### src/rtl/code_lock_controller_if.sv
// Keypad-side strobes into the lock and the status bundle back out to the display.
interface code_lock_controller_if #(
    parameter int DIGIT_W   = 4,
    parameter int CODE_LEN  = 6,
    parameter int MAX_TRIES = 3
);
    logic [DIGIT_W-1:0]               Digit;
    logic                             Enter;
    logic                             Program;
    logic                             Relock;
    logic                             Open;
    logic                             Alarm;
    logic [2:0]                       StateOut;
    logic [$clog2(CODE_LEN+1)-1:0]    DigitCount;
    logic [$clog2(MAX_TRIES+1)-1:0]   FailCount;

    modport master (
        output Digit, Enter, Program, Relock,
        input  Open, Alarm, StateOut, DigitCount, FailCount
    );

    modport slave (
        input  Digit, Enter, Program, Relock,
        output Open, Alarm, StateOut, DigitCount, FailCount
    );
endinterface

### src/rtl/code_lock_controller.sv
// Digital code lock: absorbs CODE_LEN digits, opens on match, locks out after
// MAX_TRIES misses, and lets the code be rewritten while open.
module code_lock_controller #(
    parameter int                        DIGIT_W        = 4,
    parameter int                        CODE_LEN       = 6,
    parameter logic [CODE_LEN*DIGIT_W-1:0] DEFAULT_CODE = 24'h110010,
    parameter int                        MAX_TRIES      = 3,
    parameter int                        LOCKOUT_CYCLES = 1000,
    parameter int                        IDLE_TIMEOUT   = 0
) (
    input  logic                   Clock,
    input  logic                   ResetLock,
    code_lock_controller_if.slave  bus
);
    localparam int CW    = CODE_LEN * DIGIT_W;
    localparam int IDX_W = $clog2(CODE_LEN + 1);
    localparam int FC_W  = $clog2(MAX_TRIES + 1);
    localparam int TMR_W = (LOCKOUT_CYCLES > 1) ? $clog2(LOCKOUT_CYCLES) : 1;
    localparam int IDL_W = (IDLE_TIMEOUT > 1) ? $clog2(IDLE_TIMEOUT) : 1;

    localparam logic [IDX_W-1:0] IDX_LAST = IDX_W'(CODE_LEN - 1);
    localparam logic [FC_W-1:0]  FC_LAST  = FC_W'(MAX_TRIES - 1);
    localparam logic [FC_W-1:0]  FC_MAX   = FC_W'(MAX_TRIES);
    localparam logic [TMR_W-1:0] TMR_INIT = TMR_W'(LOCKOUT_CYCLES - 1);
    localparam logic [IDL_W-1:0] IDL_LAST = IDL_W'((IDLE_TIMEOUT > 0) ? IDLE_TIMEOUT - 1 : 0);

    typedef enum logic [2:0] {
        S_ENTRY   = 3'd0,
        S_OPEN    = 3'd1,
        S_PROG    = 3'd2,
        S_LOCKOUT = 3'd3
    } state_t;

    state_t             state_q, state_d;
    logic [IDX_W-1:0]   idx_q, idx_d;
    logic               mis_q, mis_d;
    logic [FC_W-1:0]    fail_q, fail_d;
    logic [TMR_W-1:0]   tmr_q, tmr_d;
    logic [IDL_W-1:0]   idle_q, idle_d;
    logic [CW-1:0]      code_q, code_d;
    logic [CW-1:0]      shadow_q, shadow_d;
    logic               open_q, alarm_q;
    logic [DIGIT_W-1:0] exp_dig;
    logic [CW-1:0]      shadow_wr;
    logic               miss;

    // Expected digit and the shadow image with the current digit merged in.
    always_comb begin
        exp_dig   = '0;
        shadow_wr = shadow_q;
        for (int k = 0; k < CODE_LEN; k++) begin
            if (idx_q == IDX_W'(k)) begin
                exp_dig = code_q[(CODE_LEN-k)*DIGIT_W-1 -: DIGIT_W];
                shadow_wr[(CODE_LEN-k)*DIGIT_W-1 -: DIGIT_W] = bus.Digit;
            end
        end
    end

    assign miss = mis_q | (bus.Digit != exp_dig);

    always_comb begin
        state_d  = state_q;
        idx_d    = idx_q;
        mis_d    = mis_q;
        fail_d   = fail_q;
        tmr_d    = tmr_q;
        idle_d   = idle_q;
        code_d   = code_q;
        shadow_d = shadow_q;
        case (state_q)
            S_ENTRY: begin
                if (bus.Enter) begin
                    idle_d = '0;
                    if (idx_q == IDX_LAST) begin
                        idx_d = '0;
                        mis_d = 1'b0;
                        if (!miss) begin
                            state_d = S_OPEN;
                            fail_d  = '0;
                        end else if (fail_q < FC_LAST) begin
                            fail_d = fail_q + 1'b1;
                        end else begin
                            fail_d  = FC_MAX;
                            state_d = S_LOCKOUT;
                            tmr_d   = TMR_INIT;
                        end
                    end else begin
                        idx_d = idx_q + 1'b1;
                        mis_d = miss;
                    end
                end else if (IDLE_TIMEOUT > 0 && idx_q != '0) begin
                    // Abandoned partial entry is silently dropped, not counted as a miss.
                    if (idle_q == IDL_LAST) begin
                        idx_d  = '0;
                        mis_d  = 1'b0;
                        idle_d = '0;
                    end else begin
                        idle_d = idle_q + 1'b1;
                    end
                end else begin
                    idle_d = '0;
                end
            end
            S_OPEN: begin
                if (bus.Relock) begin
                    state_d = S_ENTRY;
                end else if (bus.Program) begin
                    state_d = S_PROG;
                    idx_d   = '0;
                end
            end
            S_PROG: begin
                if (bus.Relock) begin
                    state_d = S_ENTRY;
                    idx_d   = '0;
                end else if (bus.Enter) begin
                    shadow_d = shadow_wr;
                    if (idx_q == IDX_LAST) begin
                        code_d  = shadow_wr;
                        state_d = S_OPEN;
                        idx_d   = '0;
                    end else begin
                        idx_d = idx_q + 1'b1;
                    end
                end
            end
            S_LOCKOUT: begin
                if (tmr_q == '0) begin
                    state_d = S_ENTRY;
                    fail_d  = '0;
                end else begin
                    tmr_d = tmr_q - 1'b1;
                end
            end
            default: state_d = S_ENTRY;
        endcase
    end

    always_ff @(posedge Clock or negedge ResetLock) begin
        if (!ResetLock) begin
            state_q  <= S_ENTRY;
            idx_q    <= '0;
            mis_q    <= 1'b0;
            fail_q   <= '0;
            tmr_q    <= '0;
            idle_q   <= '0;
            code_q   <= DEFAULT_CODE;
            shadow_q <= '0;
            open_q   <= 1'b0;
            alarm_q  <= 1'b0;
        end else begin
            state_q  <= state_d;
            idx_q    <= idx_d;
            mis_q    <= mis_d;
            fail_q   <= fail_d;
            tmr_q    <= tmr_d;
            idle_q   <= idle_d;
            code_q   <= code_d;
            shadow_q <= shadow_d;
            open_q   <= (state_d == S_OPEN);
            alarm_q  <= (state_d == S_LOCKOUT);
        end
    end

    assign bus.Open       = open_q;
    assign bus.Alarm      = alarm_q;
    assign bus.StateOut   = state_q;
    assign bus.DigitCount = idx_q;
    assign bus.FailCount  = fail_q;
endmodule

### src/flat_wrapper.sv
// flat-port wrapper written by rule: the top's interface ports become plain ports
module code_lock_controller_flat 
#(
    parameter int                        DIGIT_W        = 4,
    parameter int                        CODE_LEN       = 6,
    parameter logic [CODE_LEN*DIGIT_W-1:0] DEFAULT_CODE = 24'h110010,
    parameter int                        MAX_TRIES      = 3,
    parameter int                        LOCKOUT_CYCLES = 1000,
    parameter int                        IDLE_TIMEOUT   = 0
)
  (Clock, ResetLock, bus_Digit, bus_Enter, bus_Program, bus_Relock, bus_Open, bus_Alarm, bus_StateOut, bus_DigitCount, bus_FailCount);
  code_lock_controller_if #(.DIGIT_W(DIGIT_W), .CODE_LEN(CODE_LEN), .MAX_TRIES(MAX_TRIES)) bus_i ();
  input  logic Clock;
  input  logic ResetLock;
  input wire logic [$bits(bus_i.Digit)-1:0] bus_Digit;
  input wire logic [$bits(bus_i.Enter)-1:0] bus_Enter;
  input wire logic [$bits(bus_i.Program)-1:0] bus_Program;
  input wire logic [$bits(bus_i.Relock)-1:0] bus_Relock;
  output wire logic [$bits(bus_i.Open)-1:0] bus_Open;
  output wire logic [$bits(bus_i.Alarm)-1:0] bus_Alarm;
  output wire logic [$bits(bus_i.StateOut)-1:0] bus_StateOut;
  output wire logic [$bits(bus_i.DigitCount)-1:0] bus_DigitCount;
  output wire logic [$bits(bus_i.FailCount)-1:0] bus_FailCount;
  assign bus_i.Digit = bus_Digit;
  assign bus_i.Enter = bus_Enter;
  assign bus_i.Program = bus_Program;
  assign bus_i.Relock = bus_Relock;
  assign bus_Open = bus_i.Open;
  assign bus_Alarm = bus_i.Alarm;
  assign bus_StateOut = bus_i.StateOut;
  assign bus_DigitCount = bus_i.DigitCount;
  assign bus_FailCount = bus_i.FailCount;
  code_lock_controller #(.DIGIT_W(DIGIT_W), .CODE_LEN(CODE_LEN), .DEFAULT_CODE(DEFAULT_CODE), .MAX_TRIES(MAX_TRIES), .LOCKOUT_CYCLES(LOCKOUT_CYCLES), .IDLE_TIMEOUT(IDLE_TIMEOUT)) u_core (.Clock(Clock), .ResetLock(ResetLock), .bus(bus_i));
endmodule
### config.mk
export PLATFORM = sky130hd
export DESIGN_NAME = code_lock_controller_flat
export DESIGN_NICKNAME = d
export VERILOG_FILES = /design/src/rtl/code_lock_controller_if.sv /design/src/rtl/code_lock_controller.sv /design/src/flat_wrapper.sv
export SDC_FILE = /design/constraint.sdc
export NUM_CORES = 1
export LEC_CHECK = 0
export ABC_AREA = 0
export ABC_CLOCK_PERIOD_IN_PS = 3810
export CAP_MARGIN = 40
export CORE_ASPECT_RATIO = 0.8
export CORE_MARGIN = 4
export CORE_UTILIZATION = 29
export DETAILED_ROUTE_END_ITERATION = 7
export PLACE_DENSITY = 0.44
export SLEW_MARGIN = 20
export SYNTH_ARGS = -nofsm -noshare
export SYNTH_HDL_FRONTEND = slang
export SYNTH_SLANG_ARGS = --single-unit
### constraint.sdc
create_clock -name Clock -period 3.81 [get_ports Clock]
set_input_delay 0.762 -clock Clock [delete_from_list [all_inputs] [get_ports Clock]]
set_output_delay 0.762 -clock Clock [all_outputs]
set_load 0.05 [all_outputs]
# Word-level counts from Yosys, hierarchy flattened
# Index checks and enable logic that the tools add are counted.
[word_totals] ff_bits=69 latchBits=0 ramBits=0 romBits=0 in_bits=9 out_inout_bits=10 wordCells=87 memories=0
[op_classes] add_sub_neg=3 multipliers=0 div=0 order_cmp=1 n_eq_ne=19 shift=0 n_mux=42 n_bitwise=2 reduce_logical=11
[op_table] operator="$mux 10" count=5
[op_table] operator="$mux 4" count=12
[op_table] operator="$mux 3" count=15
[op_table] operator="$pmux 10 s2" count=1
[op_table] operator="$eq 3x2->1 const B" count=5
[op_table] operator="$pmux 3 s4" count=1
[op_table] operator="$logic_not 10->1" count=1
[op_table] operator="$mux 2" count=5
[op_table] operator="$ne 2x2->1 const B" count=5
[op_table] operator="$sub 10x1->10 const B" count=1
[op_table] operator="$eq 3x1->1 const B" count=3
[op_table] operator="$pmux 3 s3" count=1
[op_table] operator="$reduce_and 4->1" count=2
[op_table] operator="$eq 3x3->1 const B" count=2
[op_table] operator="$logic_not 3->1" count=2
[op_table] operator="$ne 2x1->1 const B" count=3
[op_table] operator="$reduce_and 3->1" count=2
[op_table] operator="$reduce_and 6->1" count=1
[op_table] operator="$ne 4x4->1" count=1
[op_table] operator="$pmux 2 s2" count=1
[op_table] operator="$add 3x1->3 const B" count=1
[op_table] operator="$reduce_bool 3->1" count=1
[op_table] operator="$add 2x1->2 const B" count=1
[op_table] operator="$lt 2x2->1 const B" count=1
[op_table] operator="other kinds (5)" count=5

# Logic depth before layout (Yosys ltp)
# Gate-level depths: netlist of the first run.
[depth] word_depth=14 mapped_depth=14 ltp_nobuf=9

# Worst setup path after synthesis of the first run
# No wires, ideal clock.
[synth_path] kind="register -> register" startpoint="register u_core.idx_q[0] (netlist: u_core.bus.DigitCount[0])" endpoint="register u_core.tmr_q[1]" setup_ns=0.125 arrival_time_ns=3.524 t_required_ns=3.685 slack_ns=0.161 stages_incl_launch_ff=14 n_path_buf=5 synth_period_minus_slack_ns=3.649 path_cell_list="dfrtp_1 -> buf_6 -> buf_6 -> clkbuf_1 -> and2_1 -> ha_1 -> clkbuf_1 -> buf_2 -> nor3b_1 -> nor4_1 -> a311oi_2 -> a21oi_1 -> a211oi_4 -> mux2_4"
[synth_via] elab_chain_len=11 word_cells_on_any_way=17 classes_between="eq/ne: 8; mux: 6; bitwise: 1; reduce/logical: 2"
[synth_lines] item="from (decl)" line_no="code_lock_controller.sv:35" text="logic [IDX_W-1:0] idx_q, idx_d;"
[synth_lines] item="from (signal assigned)" line_no="code_lock_controller.sv:153" text="idx_q <= idx_d;"
[synth_lines] item="$logic_not 3->1" line_no="code_lock_controller.sv:52" text="if (idx_q == IDX_W'(k)) begin"
[synth_lines] item="$mux 4 (6 in a row)" line_no="code_lock_controller.sv:52"
[synth_lines] item="$ne 4x4->1" line_no="code_lock_controller.sv:59" text="assign miss = mis_q | (bus.Digit != exp_dig);"
[synth_lines] item="$or 1x1->1" line_no="code_lock_controller.sv:59"
[synth_lines] item="$ne 2x1->1 (no source line)"
[synth_lines] item="$reduce_and 6->1 (no source line) *"
[synth_lines] item="to (signal assigned)" line_no="code_lock_controller.sv:156" text="tmr_q <= tmr_d;"
[synth_lines] item="to (decl)" line_no="code_lock_controller.sv:38" text="logic [TMR_W-1:0] tmr_q, tmr_d;"
# Mark *: on every way between the ends. The rest lies on a longest branch, timed or not.
# A chain may end at the register's enable or synchronous reset.

# Final worst setup path of the first run
# Ends and elaborated chain as after synthesis.

==> results of run 1 <==
==> synth_stat cells, types with 3 or more instances <==
cell | instances | area share
buf_2 | 3 | 0.0044
a31oi_1 | 3 | 0.0055
o31ai_1 | 3 | 0.0066
nand2b_1 | 5 | 0.0091
nor2b_1 | 9 | 0.016
dfrtp_1 | 62 | 0.45
mux2_1 | 3 | 0.0099
a211oi_1 | 5 | 0.011
a21oi_1 | 31 | 0.045
nand3_1 | 8 | 0.012
nor4bb_1 | 3 | 0.0088
nor4_1 | 5 | 0.0091
inv_1 | 11 | 0.012
dfstp_2 | 3 | 0.023
nand2_1 | 29 | 0.032
or3_1 | 6 | 0.011
clkbuf_1 | 14 | 0.015
nor2_1 | 41 | 0.045
mux2_2 | 21 | 0.069
nor3_1 | 5 | 0.0073
o21ai_0 | 9 | 0.013
a22o_1 | 4 | 0.010
mux2i_1 | 23 | 0.067
==> critical path, cell delays in order (launching register included) <==
cell and delay [ps]:
dfrtp_1 490, and2_1 220, ha_1 270, nor2_1 110
o21ai_0 120, or4_1 530, a311oi_2 320, a21oi_1 180
a211oi_4 510, mux2_4 340
==> path summary, 6_finish.rpt <==
path	slack (ps)	to	from	cells past startpoint
setup / recovery	590	u_core.tmr_q[1]	u_core.bus.DigitCount[0]	9
hold / removal	280	u_core.tmr_q[8]	ResetLock	1
setup reg to reg	590	u_core.tmr_q[1]	u_core.bus.DigitCount[0]	9
hold reg to reg	480	u_core.code_q[0]	u_core.code_q[0]	2
max in group asynchronous	2830	u_core.code_q[20]	ResetLock	3
min in group Clock	480	u_core.code_q[0]	u_core.code_q[0]	2
==> layout make-up <==
class	instances	area, um^2
Sequential cell	65	1630
Multi-Input combinational cell	249	1669
Timing Repair Buffer	36	320.3
Fill cell	1161	7361
Tap cell	148	185.2
Clock buffer	10	229.0
Clock inverter	5	81.33
Inverter	11	41.29
==> sequential cells by signal, indices dropped and copies added, names as in the netlist <==
name	flops
u_core.tmr_q	10
u_core.bus.FailCount	2
u_core.bus.StateOut	3
u_core.mis_q	1
u_core.bus.Open	1
u_core.shadow_q	20
u_core.code_q	24
u_core.bus.Alarm	1
u_core.bus.DigitCount	3
==> cells by family (layout without fill, tap and decap cells) <==
family,Yosys count,in the layout,synth area share
buf+inv,30,62,0.03836
simple gates,120,120,0.1695
mux,49,49,0.1549
fa+ha+maj,2,2,0.007306
flops,65,65,0.4761
other cells,1,1,0.001095
xor+xnor,1,1,0.002558
compound gates,76,76,0.1502
==> per-layer routing <==
metal | share of wire | track usage | vias up
li1 | - | - | 1295
met1 | 0.54 | 0.1956 | 1247
met2 | 0.41 | 0.1764 | 38
met3 | 0.039 | 0.03475 | 8
met4 | 0.0097 | 0.03561 | 0
met5 | 0 | 0 | -
==> power by group through the flow <==
stage	Combinational (mW)	Clock [mW]	Sequential, mW
after detailed placement	0.748	0	0.840
after global routing	0.820	0.919	0.842
after floorplan	0.451	0	0.913
after CTS	0.751	0.893	0.830
final	0.744	0.867	0.829
after global placement	0.744	0	0.839
==> cell usage in the layout (no fill, tap or decap), drive strengths merged, types with 2 or more instances in the layout <==
| cell | count |
|---|---|
| dfrtp | 62 |
| nor2 | 41 |
| a21oi | 31 |
| nand2 | 29 |
| mux2 | 26 |
| mux2i | 23 |
| buf | 19 |
| clkdlybuf4s50 | 17 |
| inv | 11 |
| clkbuf | 10 |
| nor2b | 9 |
| o21ai | 9 |
| nand3 | 8 |
| or3 | 6 |
| a211oi | 6 |
| nand2b | 5 |
| nor3 | 5 |
| nor4 | 5 |
| a22o | 4 |
| nor4bb | 3 |
| o31ai | 3 |
| a31oi | 3 |
| dfstp | 3 |
| nor3b | 2 |
| a2111oi | 2 |
| a221o | 2 |
| o22ai | 2 |
| ha | 2 |
| bufinv | 2 |
| clkinv | 2 |
==> stage by stage <==
stage	util	instances	setup WS, ps	power (mW)	hold WS, ps
after floorplan	-	344	160.8	1.365	446.1
after CTS	0.3592	523	561.4	2.474	477.9
final	0.3609	524	585.9	2.440	279.6
after global placement	0.3318	507	427.7	1.583	459.7
after detailed placement	0.3322	508	401.8	1.588	464.1
after global routing	0.3609	524	355.0	2.581	280.7
==> results.cfg, run 1 <==
[worst_setup_path]
endpoint_kind = flip-flop
path_max_fanout = 10
criticalPathCategory = reg -> reg
cp_data_arrival_time_ps = 3430
critPathRequiredTime_ps = 4020
crit_path_start_kind = flip-flop

[timing]
max_freq_ghz = 0.3102
relSlewSlack = 0.5078
hold_viol_final = 0
rsz0062_at_grt = false
finalCriticalPeriod_ps = 3224
finClkSkew_ps = 4.308
fin_crit_sh = 0.8462
finalSetupViolCount = 0
setup_tns_ps = 0
tightest_slew_ps = 732.7
slew_viol_final = 0

[synthesis]
yosys_warnings = 0
syn_nets = 355
syn_inst = 344
syn_area_um2 = 3425
syn-mean-instance-area_um2 = 9.955
synth_edf_count = 0
ys_seq_area_frac = 0.4761
synth_flop_cell = dfrtp_1
yosys_register_bits = 65
synth_cell_types = 54
async_reset_ff_frac = 1.000

[placed_design]
gp_congestion = 0.7742
dpl_cell_area_um2 = 3826
hpwl_mm = 5.881
port-buffer-count = 18

[layout]
nets = 383
drive_gt1_frac = 0.1702
design_area_um2 = 4156
diodes = 0
area_growth_pct = 21.37

[run]
cap_violations = 0

[die]
dieWidth_um = 129.5
core_area_um2 = 11520
die_h_um = 105.2
rows = 35
die_area_um2 = 13620
ios = 19
initial_core_util = 0.2973

[detailed_routing]
routed_wl_mm = 8.338
viasPerCell = 4.939
firstDrtPassIters = 4
drc = 0
first_iter_violations = 177
vias = 2588
ant_nets = 0
drt-wirelength-per-cell_um = 15.91

[global_route]
overflow = 0
grt_pass1_wl_mm = 13.60
grt_antenna_before_repair = 0
grt_start_max_net_pins = 45
grt_pass1_vias = 2477
grt_usage = 0.1284

[power]
max-vdd-ir-drop_mv = 0.1918
seqPwrFrac = 0.340
power.switching_mw = 0.8198
power_leakage_nw = 1.819
p_sw_frac = 0.3359
p_int_mw = 1.621
power_density_nw_per_um2 = 587.1
p_comb_frac = 0.305
power.share.clock = 0.355

[clocking]
clock-root-buffer = clkbuf_16
numCtsBuffers = 9
postCtsSetupRepairBufs = 0
clkTransAtPathRegs_ps = 50
cts.sink_count = 65
cts_tree = yes
clk_path_buf_depth = 2
cts_hold_buf = 0
htreeDepth = 3
clk_latency_ps = 330
cts_resized = 0

[outcome]
outcome = finished clean

[min_path]
worstHoldPathType = in -> async
Note: power is estimated with default switching activity, not from simulation.
==> run 2, diff against run 1 <==
Settings changed: ABC_CLOCK_PERIOD_IN_PS 3810 to 2800, PLACE_DENSITY 0.44 to 0.45.
Clock period 3.81 ns to 2.8 ns, I/O delays scaled along.
==> run 2 against run 1 <==
Effect of this change: wire length up 1.1%; critical path depth down 1; die area unchanged; hold slack worse by 19 ps; register-to-register slack worse by 450 ps; cell count up 2.1%; first-iteration DRC count up 1.7%; utilization up 1.2 points; critical path type unchanged; largest power group is now combinational cells.
==> results.cfg, run 2 (synthesized netlist as in run 1, its figures left out) <==
[outcome]
outcome = finished clean

[die]
initial_core_util = 0.2973
rows = 35
core_area_um2 = 11520
die_h_um = 105.2
ios = 19
dieWidth_um = 129.5
die_area_um2 = 13620

[layout]
area_growth_pct = 25.32
diodes = 0
final_cell_mix = dfrtp_1 (60), nor2_1 (41), a21oi_1 (30)
drive_gt1_frac = 0.2119
layout_commonest_cell = dfrtp_1
stdcell_count = 535
largestRegisters = u_core.code_q (24), u_core.shadow_q (20), u_core.tmr_q (10)
fill_cells = 1155
largest_reg_flops = 24
fin_util = 0.3726
design_area_um2 = 4292
top_register = u_core.code_q
nets = 393

[detailed_routing]
wl_met3_um = 277
ant_nets = 0
drt-wirelength-per-cell_um = 15.76
firstDrtPassIters = 4
met2_length_mm = 3.481
first_iter_violations = 180
routed_wl_mm = 8.430
met1_length_mm = 4.554
vias = 2644
viasPerCell = 4.942
drc = 0
top_layer = met4

[clocking]
clk_path_buf_depth = 2
clk_latency_ps = 330
cts_tree = yes
cts.sink_count = 65
numCtsBuffers = 9
postCtsSetupRepairBufs = 0
clock-root-buffer = clkbuf_16
cts_hold_buf = 0
htreeDepth = 3
clkTransAtPathRegs_ps = 60
cts_resized = 0

[timing]
finClkSkew_ps = 8.493
slew_viol_final = 0
setup_tns_ps = 0
hold_viol_final = 0
holdWs_ps = 260.6
relSlewSlack = 0.5477
worst_slack_ps = 131.6
fin_crit_sh = 0.9530
max_freq_ghz = 0.3748
finalCriticalPeriod_ps = 2668
finalSetupViolCount = 0
rsz0062_at_grt = false
tightest_slew_ps = 673.2

[run]
cap_violations = 0

[power]
power.switching_mw = 1.174
power.share.clock = 0.331
power_leakage_nw = 1.876
p_comb_frac = 0.336
p_sw_frac = 0.3475
power_mw = 3.379
power_density_nw_per_um2 = 787.3
max-vdd-ir-drop_mv = 0.3367
seqPwrFrac = 0.333
p_int_mw = 2.205

[worst_setup_path]
crit_path_start_kind = flip-flop
critPathRequiredTime_ps = 3020
criticalPathCategory = reg -> reg
endpoint_kind = flip-flop
crit_path_start = u_core.bus.DigitCount[0]
cp_data_arrival_time_ps = 2880
path_max_fanout = 7
r2r_start = u_core.bus.DigitCount[0]

[global_route]
grt_antenna_before_repair = 0
grt_pass1_vias = 2701
overflow = 0
grt_start_max_net_pins = 45
grt_usage = 0.1356
grt_pass1_wl_mm = 14.41

[placed_design]
dp_cells = 519
gp_congestion = 0.7760
dpl_cell_area_um2 = 3975
place_ws_ps = -142.9
port-buffer-count = 18
hpwl_mm = 6.027

[min_path]
worstHoldPathType = in -> async
run 2: cell types whose count changed in the layout (fill, tap and decap cells not counted), moves of 2 or more:
| cell | before | now |
|---|---|---|
| o21ai_1 | 0 | 2 |
| buf_4 | 16 | 23 |
| buf_12 | 1 | 3 |
| dfrtp_2 | 0 | 2 |
| o21ai_0 | 9 | 7 |
| dfrtp_1 | 62 | 60 |
| buf_6 | 0 | 2 |
run 2: path summary, 6_finish.rpt:
kind	slack [ps]	cells after the start	end
max	130	8	u_core.tmr_q[1]
min	260	1	u_core.bus.FailCount[0]
max reg2reg	130	8	u_core.tmr_q[1]
min reg2reg	480	2	u_core.code_q[2]
max in group asynchronous	1840	2	u_core.code_q[4]
min in group Clock	480	2	u_core.code_q[2]
run 2: cell type report:
class | count | area (um^2) | share of cell area
Clock inverter | 5 | 63.81 | 0.01487
Inverter | 11 | 41.29 | 0.009621
Timing Repair Buffer | 46 | 430.4 | 0.1003
Tap cell | 148 | 185.2 | 0.04315
Sequential cell | 65 | 1633 | 0.3805
Multi-Input combinational cell | 249 | 1705 | 0.3974
Clock buffer | 11 | 232.7 | 0.05423
run 2: power by group through the flow:
stage	sequential [mW]	clock [mW]	combinational, mW
after floorplan	1.25	0	0.668
after global placement	1.14	0	1.12
after detailed placement	1.14	0	1.12
after CTS	1.12	1.15	1.12
after global routing	1.14	1.20	1.24
final	1.12	1.12	1.14
run 2: critical path: stages (launching register included):
cell and delay [ps]:
dfrtp_2 450, buf_6 160, mux2_1 320, a221o_1 350, a22o_1 190, o22a_1 240
a21o_1 240, a211oi_4 280, mux2_4 320
run 2: routing by layer:
layer	track usage	up-vias
met3	0.03935	10
met2	0.1812	36
li1	-	1313
met1	0.2066	1285
met4	0.04377	0
met5	0	-
==> run 3, diff against run 2 <==
Settings changed: ABC_CLOCK_PERIOD_IN_PS 2800 to unset.
==> results of run 3 <==
The final DEF is identical to that of run 2; final timing and power are the same.
==> patch 1: new RTL, settings of run 3 <==
`MAX_TRIES` is set to 3 in 3 places; all go to 6.
--- a/src/rtl/code_lock_controller_if.sv
+++ b/src/rtl/code_lock_controller_if.sv
@@ -2,7 +2,7 @@
 interface code_lock_controller_if #(
     parameter int DIGIT_W   = 4,
     parameter int CODE_LEN  = 6,
-    parameter int MAX_TRIES = 3
+    parameter int MAX_TRIES = 6
 );
     logic [DIGIT_W-1:0]               Digit;
     logic                             Enter;
--- a/src/rtl/code_lock_controller.sv
+++ b/src/rtl/code_lock_controller.sv
@@ -4,7 +4,7 @@
     parameter int                        DIGIT_W        = 4,
     parameter int                        CODE_LEN       = 6,
     parameter logic [CODE_LEN*DIGIT_W-1:0] DEFAULT_CODE = 24'h110010,
-    parameter int                        MAX_TRIES      = 3,
+    parameter int                        MAX_TRIES      = 6,
     parameter int                        LOCKOUT_CYCLES = 1000,
     parameter int                        IDLE_TIMEOUT   = 0
 ) (
--- a/src/flat_wrapper.sv
+++ b/src/flat_wrapper.sv
@@ -4,7 +4,7 @@
     parameter int                        DIGIT_W        = 4,
     parameter int                        CODE_LEN       = 6,
     parameter logic [CODE_LEN*DIGIT_W-1:0] DEFAULT_CODE = 24'h110010,
-    parameter int                        MAX_TRIES      = 3,
+    parameter int                        MAX_TRIES      = 6,
     parameter int                        LOCKOUT_CYCLES = 1000,
     parameter int                        IDLE_TIMEOUT   = 0
 )
Interface: changed (resized bus_FailCount); port bits go from 19 to 20. No check against the original RTL was run, so the function may have changed too.
==> patch 1 against run 3 <==
  * Worst hold slack got worse by 70 ps
  * Largest power group is now clock
  * Synthesized area decreased by 2.6%
  * Design area fell by 6.1%
  * Worst setup slack better by 130 ps
  * Critical path depth increased by 2
  * Critical endpoint is now u_core.tmr_q[2]
  * Critical path type unchanged
  * Routed wire length down 6.4%
  * Sequential share of layout area rose by 3.1 points
  * Final cell count down 2.6%
  * Sequential cell count rose by 1
  * Total power shrank 13%
  * Synthesized cell count is 0.29% lower
==> patch 1: results (changes against run 3) <==
[outcome]
status = finished, final reports clean

[global_routing]
gr-usage-all-layers_pct = 12.8  ; -0.72 points
grt_pass1_wl_um = 13500  ; -6.1%
grt_max_degree = 49  ; +8.9%
grt_pass1_vias = 2610  ; -3.4%
use_met3_pct = 3.85  ; -0.084 points
met2_usage_pct = 18.4  ; +0.30 points

[critical_path]
r2r_cells = 10  ; +2
worstSetupStartpoint = u_core.bus.DigitCount[1]
worstSetupEndpoint = u_core.tmr_q[2]

[route]
drtPass1Iterations = 5  ; +1
wl_um = 7890  ; -6.4%
wl_met3_um = 257  ; -7.2%

[logic_synthesis]
ys_seq_area_share_pct = 49.6  ; +2.0 points
synthTopCellsByArea = dfrtp_1, nand2_1, mux2_2, mux2i_1, o21ai_0
synth_cell_type_count = 56  ; +3.7%
synth.most_common_cell = nand2_1
yosys-top-cells-count = nand2_1, dfrtp_1, nor2_1, o21ai_0

[layout]
instances_no_fill = 521  ; -2.6%
fillers = 1119  ; -3.1%

[place]
portBuffers = 19  ; +1
dp_slack_ps = 31.0  ; +174 ps
routabilityCongestion = 0.780  ; +0.48%

[sta]
finClkSkew_ps = 6.23  ; -2.27 ps
fin_ws_ps = 264  ; +132 ps

[power]
ir_drop_mv = 0.259  ; -23%
p_per_area_nw_per_um2 = 732  ; -7.0%

==> patch 1: cell count changes after synthesis, moves of 7 or more <==
cell,change
xnor2_1,+9
nor2_1,-18
a21oi_1,-24
o21ai_0,+14
mux2i_1,-7
nand2_1,+53
==> patch 1: cell type report <==
cell class / instances / share of cell area (%)
flip-flops and latches: 66 / 41.1
well taps: 144 / 4.47
clock inverters: 6 / 1.02
inverters: 8 / 0.745
multi-input cells: 249 / 38.2
repair buffers: 38 / 8.45
clock buffers: 10 / 5.93
==> patch 1: logic make-up (layout without fill, tap and decap cells) <==
logic type,after synthesis,count (layout),share of synthesized area (%)
muxes,33,33,10.5
and+or+nand+nor,145,145,20.1
xor gates and xnor gates,11,11,2.89
AOI/OAI and AO/OA,56,56,11.4
buffers and inverters,28,62,4.24
DFF,66,66,49.6
other,1,1,0.112
adders and majority gates,3,3,1.13
==> patch 1: where the power goes <==
group	switching, mW	total [mW]	internal, mW
Clock	0.424	1.05	0.622
Sequential	0.0380	1.04	1.00
Combinational	0.522	0.863	0.341
==> patch 2: new RTL, settings of run 3 <==
Without the edit above. Reset style: synchronous (`ResetLock`), changed in one clocked block.
--- a/src/rtl/code_lock_controller.sv
+++ b/src/rtl/code_lock_controller.sv
@@ -136,7 +136,7 @@
         endcase
     end
 
-    always_ff @(posedge Clock or negedge ResetLock) begin
+    always_ff @(posedge Clock) begin
         if (!ResetLock) begin
             state_q  <= S_ENTRY;
             idx_q    <= '0;
Function: differs if ResetLock is asserted again (counterexample within 4 cycles, from zero or initial values and one cycle with ResetLock low); with ResetLock held inactive, the same outputs for 10 cycles.
==> patch 2 against run 3 <==
  * Worst setup slack improved by 62 ps
  * Design area fell by 9.7%
  * Fmax rose by 2.4%
  * Synthesized cell count rose by 12%
  * Routed wire length rose by 0.30%
  * Sequential cell count did not move
  * Sequential share of layout area fell by 4.4 points
  * Non-clock buffer count fell by 4
  * Synthesized area fell by 8.2%
  * Worst hold slack improved by 190 ps
Power is not compared: it rests on default switching activity, and its combinational part moved more than twofold at a synthesized area within 25%.
==> patch 2: results (changes against run 3) <==
[route]
vias_per_cell = 4.89  ; -1.1%
wl_per_cell_um = 15.2  ; -3.7%
drt_iter0_markers = 223  ; +24%

[sta]
tightest_slew_ps = 517  ; -156 ps
hold_ws_ps = 450  ; +189 ps
finClkSkew_ps = 3.94  ; -4.55 ps

[place]
routabilityCongestion = 0.761  ; -2.0%
dp_cells = 542  ; +4.4%
dpl_cell_area_um2 = 3570  ; -10%
dp_slack_ps = -31.6  ; +111 ps
dp_hpwl_um = 5880  ; -2.4%

[outcome]
status = finished, final reports clean

[critical_path]
arrival_ps = 2830  ; -50 ps
critPathMaxFanout = 9  ; +2
worstSetupStartpoint = u_core.bus.DigitCount[0]
slowest_stage = or2_1
r2r_slack_ps = 190  ; +60 ps
max_stage_delay_ps = 390  ; -60 ps

[global_routing]
use_met3_pct = 4.34  ; +0.41 points
met1_usage_pct = 20.3  ; -0.38 points
grt_pass1_wl_um = 14200  ; -1.7%
gr-usage-all-layers_pct = 14.3  ; +0.71 points
met2_usage_pct = 20.8  ; +2.6 points
grt_pass1_vias = 2654  ; -1.7%

[clock_tree]
cts_max_path_buffers = 2  ; unchanged

[layout]
regArea_um2 = 1310  ; -20%
fillers = 1096  ; -5.1%
nNetsFinal = 424  ; +7.9%

[logic_synthesis]
ys_seq_area_share_pct = 41.4  ; -6.2 points
yosys-top-cells-count = nand2_1, dfxtp_1, nor2_1
synth_async_sr_flop_share_pct = 0  ; -100 points
synth_fp_nets = 397  ; +12%
synthTopCellsByArea = dfxtp_1, nand2_1, mux2i_1, a21oi_1, nor2_1
synth_area_per_cell_um2 = 8.14  ; -18%

patch 2: cell types whose count changed in the layout (fill, tap and decap cells not counted), moves of 5 or more:
cell	before	now
nor3_1	5	10
dfrtp_1	60	0
mux2_2	21	1
a21oi_1	30	39
nand3_1	8	21
o21a_1	1	7
nand2_1	29	66
dfxtp_1	0	62
patch 2: layout make-up:
cell class,count,area share (%)
Timing Repair Buffer,42,9.62
Clock inverter,3,1.68
Sequential cell,65,33.7
Tap cell,140,4.52
Inverter,10,0.968
Clock buffer,12,6.36
Multi-Input combinational cell,285,43.2
patch 2: worst max-delay path: cells and delay by family, from the launching register on:
family	cells	cell delay, ps
simple gates	4	940
buf+inv	1	80
fa+ha+maj	1	230
compound gates	4	900
flops	1	350
patch 2: worst paths after layout:
kind,endpoint,cells after the start
min,u_core.code_q[15],2
max reg2reg,u_core.tmr_q[8],10
max,u_core.tmr_q[8],10
min reg2reg,u_core.code_q[15],2
patch 2: logic make-up (layout without fill, tap and decap cells):
| family | Yosys count | in the layout | share of synthesized area [%] |
|---|---|---|---|
| AND/OR/NAND/NOR | 171 | 171 | 25.1 |
| AO/OA/AOI/OAI | 82 | 82 | 17.9 |
| flip-flops | 65 | 65 | 41.4 |
| buffers and inverters | 36 | 67 | 5.37 |
| multiplexers | 23 | 23 | 7.68 |
| XOR/XNOR | 6 | 6 | 1.67 |
| adder cells (fa/ha/maj) | 2 | 2 | 0.796 |
| other | 1 | 1 | 0.119 |
patch 2: report_power, final:
group	total (mW)	internal [mW]	switching [mW]
logic	0.132	0.0524	0.0797
clock network	1.19	0.797	0.395
registers	0.934	0.930	0.00423
total	2.26	1.78	0.479
patch 2: metal layers:
metal	share of wire [%]	wire [um]
met5	0	0
met4	1.2	99
met3	5.1	427
met2	41	3490
met1	53	4440
